## src/rtl/mem_access_unit_pkg.sv

```systemverilog
// Shared constants for the memory-access stage: op encodings, data memory size
// and the W-stage reset PC.
package mem_access_unit_pkg;

  typedef enum logic [3:0] {
    OP_NONE = 4'd0,
    OP_LW   = 4'd1,
    OP_LH   = 4'd2,
    OP_LHU  = 4'd3,
    OP_LB   = 4'd4,
    OP_LBU  = 4'd5,
    OP_SW   = 4'd6,
    OP_SH   = 4'd7,
    OP_SB   = 4'd8
  } mem_op_e;

  localparam int unsigned DM_WORDS_DEFAULT = 4096;
  localparam logic [31:0] RESET_PC_DEFAULT = 32'h0000_3000;

  function automatic logic op_is_load(input mem_op_e op);
    return (op == OP_LW) || (op == OP_LH) || (op == OP_LHU) ||
           (op == OP_LB) || (op == OP_LBU);
  endfunction

  function automatic logic op_is_store(input mem_op_e op);
    return (op == OP_SW) || (op == OP_SH) || (op == OP_SB);
  endfunction

endpackage

```

## src/rtl/mem_access_unit_load_extend.sv

```systemverilog
// Picks the addressed byte/halfword out of the memory word and sign- or
// zero-extends it according to the load op; non-loads return 0.
module mem_access_unit_load_extend
  import mem_access_unit_pkg::*;
(
  input  logic [31:0] rdata,
  input  logic [1:0]  addr,
  input  mem_op_e     op,
  output logic [31:0] word
);

  logic [7:0]  byte_sel;
  logic [15:0] half_sel;

  always_comb begin
    byte_sel = rdata[7:0];
    case (addr)
      2'd0: byte_sel = rdata[7:0];
      2'd1: byte_sel = rdata[15:8];
      2'd2: byte_sel = rdata[23:16];
      2'd3: byte_sel = rdata[31:24];
      default: byte_sel = rdata[7:0];
    endcase
    // Halfword select ignores addr[0]; misalignment is judged by the caller.
    half_sel = addr[1] ? rdata[31:16] : rdata[15:0];

    word = 32'd0;
    case (op)
      OP_LW:  word = rdata;
      OP_LH:  word = {{16{half_sel[15]}}, half_sel};
      OP_LHU: word = {16'd0, half_sel};
      OP_LB:  word = {{24{byte_sel[7]}}, byte_sel};
      OP_LBU: word = {24'd0, byte_sel};
      default: word = 32'd0;
    endcase
  end

endmodule

```

## src/rtl/mem_access_unit.sv

```systemverilog
// M-stage front end of the data memory plus the M->W pipeline register.
// Define MEM_ALIGN_EXC_EN to treat misaligned word/halfword accesses as faults.
module mem_access_unit
  import mem_access_unit_pkg::*;
#(
  parameter int unsigned DM_WORDS = DM_WORDS_DEFAULT,
  parameter logic [31:0] RESET_PC = RESET_PC_DEFAULT
) (
  input  logic        clk,
  input  logic        reset,
  input  logic        m_valid,
  input  logic [3:0]  m_op,
  input  logic [31:0] m_addr,
  input  logic [31:0] m_wdata,
  input  logic [31:0] m_pc,
  input  logic [4:0]  m_rd,
  input  logic        stall,
  input  logic        flush,
  output logic [31:0] dm_addr,
  output logic [31:0] dm_wdata,
  output logic [3:0]  dm_byteen,
  output logic        dm_memwrite,
  output logic [31:0] dm_writepc,
  input  logic [31:0] dm_rdata,
  output logic        w_valid,
  output logic        w_is_load,
  output logic [4:0]  w_rd,
  output logic [31:0] w_ldata,
  output logic [31:0] w_pc,
  output logic        w_exc
);

  // 33-bit limit so a full 4 GiB memory size cannot overflow the compare.
  localparam logic [32:0] DM_LIMIT = 33'(DM_WORDS) * 33'd4;

  mem_op_e     op;
  logic        is_load;
  logic        is_store;
  logic        out_of_range;
  logic        misalign;
  logic        fault;
  logic [31:0] ext_data;

  assign op       = mem_op_e'(m_op);
  assign is_load  = op_is_load(op);
  assign is_store = op_is_store(op);

  assign out_of_range = ({1'b0, m_addr} >= DM_LIMIT);

`ifdef MEM_ALIGN_EXC_EN
  always_comb begin
    misalign = 1'b0;
    case (op)
      OP_LW, OP_SW:          misalign = (m_addr[1:0] != 2'b00);
      OP_LH, OP_LHU, OP_SH:  misalign = m_addr[0];
      default:               misalign = 1'b0;
    endcase
  end
`else
  assign misalign = 1'b0;
`endif

  assign fault = (is_load | is_store) & (out_of_range | misalign);

  assign dm_addr    = m_addr;
  assign dm_wdata   = m_wdata;
  assign dm_writepc = m_pc;

  always_comb begin
    dm_byteen = 4'b0000;
    case (op)
      OP_SW:   dm_byteen = 4'b1111;
      OP_SH:   dm_byteen = m_addr[1] ? 4'b1100 : 4'b0011;
      OP_SB:   dm_byteen = 4'b0001 << m_addr[1:0];
      default: dm_byteen = 4'b0000;
    endcase
  end

  // A stalled store is retried every cycle; only the advancing cycle writes.
  assign dm_memwrite = m_valid & is_store & ~stall & ~reset & ~fault;

  mem_access_unit_load_extend u_load_extend (
    .rdata (dm_rdata),
    .addr  (m_addr[1:0]),
    .op    (op),
    .word  (ext_data)
  );

  always_ff @(posedge clk) begin
    if (reset) begin
      w_valid   <= 1'b0;
      w_is_load <= 1'b0;
      w_rd      <= 5'd0;
      w_ldata   <= 32'd0;
      w_pc      <= RESET_PC;
      w_exc     <= 1'b0;
    end else if (flush) begin
      w_valid   <= 1'b0;
      w_is_load <= 1'b0;
      w_exc     <= 1'b0;
    end else if (!stall) begin
      w_valid   <= m_valid;
      w_is_load <= m_valid & is_load;
      w_rd      <= m_rd;
      w_ldata   <= fault ? 32'd0 : ext_data;
      w_pc      <= m_pc;
      w_exc     <= m_valid & fault;
    end
  end

endmodule

```

## config.mk

```make
export PLATFORM = sky130hd
export DESIGN_NAME = mem_access_unit
export DESIGN_NICKNAME = d
export VERILOG_FILES = /design/src/rtl/mem_access_unit_pkg.sv /design/src/rtl/mem_access_unit_load_extend.sv /design/src/rtl/mem_access_unit.sv
export SDC_FILE = /design/constraint.sdc
export NUM_CORES = 1
export LEC_CHECK = 0
export CORE_MARGIN = 1.5
export CORE_UTILIZATION = 25
export DETAILED_ROUTE_END_ITERATION = 12
export GPL_TIMING_DRIVEN = 0
export PLACE_DENSITY = 0.66
export SLEW_MARGIN = 15
export SYNTH_ARGS = -nofsm -noshare
export SYNTH_HDL_FRONTEND = slang
export SYNTH_SLANG_ARGS = --single-unit
```

## constraint.sdc

```tcl
create_clock -name clk -period 2 [get_ports clk]
set_clock_uncertainty 0.05 [all_clocks]
set_input_delay 0.4 -clock clk [delete_from_list [all_inputs] [get_ports clk]]
set_output_delay 0.4 -clock clk [all_outputs]
set_load 0.02 [all_outputs]
```

# [After elaboration in Yosys (flattened, before gate mapping)]
# Cells that the tools add are included.
# Widths: inputs -> output; s select.
[word_totals] register_bits=72 word_cells=46
[op_classes] n_lt_le_gt_ge=1 eq_ne=11 shift=1 muxes=6 bitwise_logic=12 n_reduce_logical=9
[op_table] op="$pmux 32 s5" count=1
[op_table] op="$ge 32x15->1 const B" count=1
[op_table] op="$mux 32" count=1
[op_table] op="$pmux 8 s4" count=1
[op_table] op="$eq 4x3->1 const B" count=4
[op_table] op="$mux 16" count=1
[op_table] op="$pmux 4 s3" count=1
[op_table] op="$eq 4x2->1 const B" count=2
[op_table] op="$and 1x1->1" count=7
[op_table] op="$logic_or 1x1->1" count=6
[op_table] op="$eq 2x2->1 const B" count=2
[op_table] op="$eq 4x1->1 const B" count=1
[op_table] op="$eq 4x4->1 const B" count=1
[op_table] op="$mux 4" count=1
[op_table] op="$not 1->1" count=4
[op_table] op="$shl 1x2->4 const A" count=1
[op_table] op="$eq 2x1->1 const B" count=1
[op_table] op="$logic_not 2->1" count=1
[op_table] op="$reduce_and 2->1" count=1
[op_table] op="$reduce_or 2->1" count=1
[op_table] op="$or 1x1->1" count=1

# [Depth between registers and ports, before layout]
# Gate-level depths: netlist of the first run.
[logic_depth] ltp_word=9 mapped_depth=6

# [Hierarchy]
# From an unflattened synthesis of the first run, not the netlist that was laid out.
[unflattened] cells_unflattened=514 hier_area_um2=4379.2
[by_module_without_submodules] mod="mem_access_unit" n_inst=1 cells_each=440 area_per_inst_um2=3682.3
[by_module_without_submodules] mod="mem_access_unit_load_extend" n_inst=1 cells_each=74 area_per_inst_um2=696.9

# [Worst setup path after synthesis of the first run]
# OpenSTA, ideal clock, no wires.
[synth_path] path_kind="input port to output port" start="input m_op[3]" end="output dm_byteen[2]" t_arrival_ns=1.887 setup_slack_ns=-0.337 path_stages=3 cell_sequence="clkbuf_1 > or4b_2 > o32ai_1"
[synth_between] elab_chain_cells=2 elab_cells_between_ends=4 cone_classes="eq/ne (3); mux (1)"
[synth_lines] item="from (decl)" line_no="mem_access_unit.sv:12" rtl="input logic [3:0] m_op,"
[synth_lines] item="$eq 4x4->1 or $eq 4x3->1 (tied branches)" line_no="mem_access_unit.sv:71" rtl="case (op)"
[synth_lines] item="$pmux 4 s3 *" line_no="mem_access_unit.sv:71"
[synth_lines] item="to (decl)" line_no="mem_access_unit.sv:21" rtl="output logic [3:0] dm_byteen,"
# Mark *: on every way between the ends. The rest lies on a longest branch, timed or not.

# [Worst setup path in the final report of the first run]
[layout_path] start="input m_addr[23]" end="output dm_memwrite"
[layout_between] elab_chain_cells=4
[layout_lines] item="from (decl)" line_no="mem_access_unit.sv:13" rtl="input logic [31:0] m_addr,"
[layout_lines] item="$ge 32x15->1" line_no="mem_access_unit.sv:48" rtl="assign out_of_range = ({1'b0, m_addr} >= DM_LIMIT);"
[layout_lines] item="$and 1x1->1" line_no="mem_access_unit.sv:63" rtl="assign fault = (is_load | is_store) & (out_of_range | misalign);"
[layout_lines] item="$not 1->1" line_no="mem_access_unit.sv:80" rtl="assign dm_memwrite = m_valid & is_store & ~stall & ~reset & ~fault;"
[layout_lines] item="$and 1x1->1" line_no="mem_access_unit.sv:80"
[layout_lines] item="to (decl)" line_no="mem_access_unit.sv:22" rtl="output logic dm_memwrite,"
# No other way between the ends.

==> flow_summary.yaml, run 1 <==
outcome:
  outcome: "complete, but fails checks"
  violations: "negative setup slack"
clock_network:
  cts_made_buffers: 9
  cts_tree: "done"
  clock_path_buffers: 2
  cts_hold_buf: 0
  cts_max_level: 3
  cts_root_buf: "clkbuf_16"
  clk_latency_ps: 340
  path_clk_slew_ps: 60
  clock_sinks: 72
worst_setup_path:
  worstPathArrival_ps: 1710
  crit_chain: "buf_6 > or4_4 > nor4_4 > and4_4 > buf_6"
  slowest_stage: "or4_4"
  max_stage_delay_ps: 550
  cp.required_ps: 1550
  critical_path_class: "in2out"
  path_common_cell: "buf_6"
  start_kind: "input port"
  crit_fanout: 2
  endpoint_kind: "primary output"
power_and_ir_drop:
  p_int_mw: 3.163
  sequentialPowerShare_pct: 34.3
  p_sw_mw: 1.178
  switching_share_pct: 27.14
  clkPwrFrac_pct: 40.0
  powerDensity_nw_per_um2: 569.0
  ir_drop_mv: 0.4346
  leakagePower_nw: 2.981
  p_comb_share_pct: 25.7
yosys:
  synthDominantCellAreaShare_pct: 35.93
  synth_edf_count: 0
  synth-seq-cells: 72
  syn_inst: 477
  netlist_area_um2: 4011
  syn_area_per_cell_um2: 8.410
  synthArstFlopShare_pct: 0
  synth_top_cell_by_area: "dfxtp_1"
  ys_top_cells_by_area: "dfxtp_1, buf_4, nand2_1, a21oi_1, a221oi_2"
  synth-main-ff-cell: "dfxtp_1"
  seq_area_frac_synth_pct: 35.93
  synth_fp_nets: 619
  yosysUniqueCellTypes: 49
  yosysWarnings: 0
timing:
  worst_pin_slew_ps: 758.6
  finalMaxSlewViolations: 0
  fin_crit_ps: 2162
  tns_ps: -162.3
  rsz0062_at_grt: "yes"
  finalHoldViolCount: 0
  fmax_ghz: 0.4625
  period_share_pct: 108.1
  setup_violations: 1
  worst_slack_ps: -162.3
  relSlewSlack_pct: 49.42
drt:
  antenna_left: 0
  drc: 0
  first_pass_iters: 8
  drt_iter0_markers: 312
  vias_per_cell: 4.561
  drt-total-wl_um: 15720
  vias: 4566
  wl_per_cell_um: 15.70
layout:
  area.growth.synth_to_final_pct: 90.17
  final_nets: 922
  layout-drive-gt1-share_pct: 27.90
  n_antenna_cell: 0
  instances_no_fill: 1001
placed_design:
  dp.final_hpwl_um: 12080
  place_congestion: 0.7729
  dp_slack_ps: -1181
  dp_cells: 961
  portBuffers: 268
grt:
  grt_max_degree: 13
  grt_pass1_wl_um: 23500
  antenna_found_initial: 0
  grt_overflow: 0
  grt_pass1_vias: 4385
  grt_usage_pct: 18.25
floorplanning:
  num_rows: 46
  ios: 315
  die_w_um: 129.7
  initial_core_util_pct: 25.44
  fp.coreArea_um2: 15770
  die-height_um: 129.7
  dieArea_um2: 16810
worst_hold_path:
  hold_path.class: "in2reg"
job:
  drv_cap: 0
[placed cells by master, fill, tap and decap left out, types with 2 or more instances in the layout]
master	Yosys	routed
a211o_1	2	2
a21oi_1	39	39
a221oi_1	13	11
a221oi_2	10	12
a222oi_1	7	7
a22oi_1	16	16
a32o_1	2	2
and2_1	2	2
and3_1	2	2
buf_12	0	2
buf_2	2	7
buf_4	98	122
buf_6	1	11
bufinv_16	0	2
clkbuf_1	26	16
clkbuf_16	0	9
clkbuf_2	0	11
clkbuf_8	0	2
clkdlybuf4s15_1	0	3
clkdlybuf4s50_1	0	207
dfxtp_1	72	72
dlygate4sd2_1	0	38
mux2_2	9	9
nand2_1	108	107
nand2b_1	2	2
nand3_1	2	2
nand3b_1	3	3
nor2_1	8	6
nor2_2	0	2
nor2b_1	2	2
nor4_4	1	2
nor4b_4	0	2
o21ai_0	7	7
o21ai_1	10	9
or2_4	0	2
or4_4	2	3
[stage by stage]
stage               utilization, %  cell area, µm²  total power, mW  hold slack, ps
global route                 48.37            7629            4.517           401.3
floorplan                        -            4051            2.045           426.8
global placement             44.41            7004            2.616           386.2
CTS                          47.82            7541            4.371           403.2
detailed placement           44.41            7004            2.618           396.5
finish                       48.37            7629            4.341           400.8
[path summary, 6_finish.rpt]
path | from | endpoint | slack [ps] | depth (start not counted)
max | m_addr[23] | dm_memwrite | -160 | 5
max reg2reg | w_ldata[22]$_SDFFE_PP0P_ | w_ldata[22]$_SDFFE_PP0P_ | 1110 | 2
min reg2reg | w_pc[15]$_SDFFE_PP0P_ | w_pc[15]$_SDFFE_PP0P_ | 400 | 2
min | m_op[0] | w_ldata[19]$_SDFFE_PP0P_ | 400 | 3
[cells in the mapped netlist, types with 3 or more instances]
cell type    n
nand2_1    108
buf_4       98
dfxtp_1     72
a21oi_1     39
clkbuf_1    26
a22oi_1     16
a221oi_1    13
a221oi_2    10
o21ai_1     10
mux2_2       9
nor2_1       8
a222oi_1     7
o21ai_0      7
nand3b_1     3
[timing repair]
action / 4_1_cts / 5_1_grt
setup buffers: 21 / 8
endpoints found under the setup margin: 125 / 52
pin swaps: 13 / 7
cloned: 0 / 1
resized for setup: 153 / 36
[final cells by class]
type                            count  area [µm²]
Clock buffer                       11       232.7
Sequential cell                    72        1441
Multi-Input combinational cell    276        1876
Fill cell                        1598        8142
Tap cell                          216       270.3
Timing Repair Buffer              296        2840
Buffer                            124       883.3
Inverter                            1       3.754
Clock inverter                      5       81.33
[cell families after synthesis]
family / after synthesis / synth area share (%)
AND/OR/NAND/NOR: 149 / 18.03
AO/OA/AOI/OAI: 117 / 21.46
flip-flops: 72 / 35.93
multiplexers: 10 / 3.088
buffers and inverters: 129 / 21.49
[power by group through the flow]
stage	combinational [mW]	clock [mW]	sequential (mW)
after CTS	1.11	1.77	1.49
final	1.12	1.74	1.49
after global placement	1.10	0	1.52
after global routing	1.19	1.84	1.49
after detailed placement	1.10	0	1.52
after floorplan	0.481	0	1.56
[critical path: cells and delay by family]
kind	cells	cell delay (ps)
buf+inv	2	200
simple gates	3	1110
[routing by layer]
layer / vias up / wire (µm) / track usage (%)
li1: 2201 / - / -
met1: 2119 / 6264 / 21.38
met2: 229 / 7687 / 31.34
met3: 17 / 1541 / 6.647
met4: 0 / 223 / 5.033
met5: - / 0 / 0
[registers in the layout, summed over array words and instances (netlist names)]
| signal | count |
|---|---|
| w_exc | 1 |
| w_is_load | 1 |
| w_pc | 32 |
| w_ldata | 32 |
| w_rd | 5 |
| w_valid | 1 |
Power figures use the tool's default switching activity.
==> run 2, diff against run 1 <==
- HOLD_SLACK_MARGIN: default -> 0.12
==> results of run 2 <==
Same layout as run 1: the final DEF is identical, and so are final timing and power.
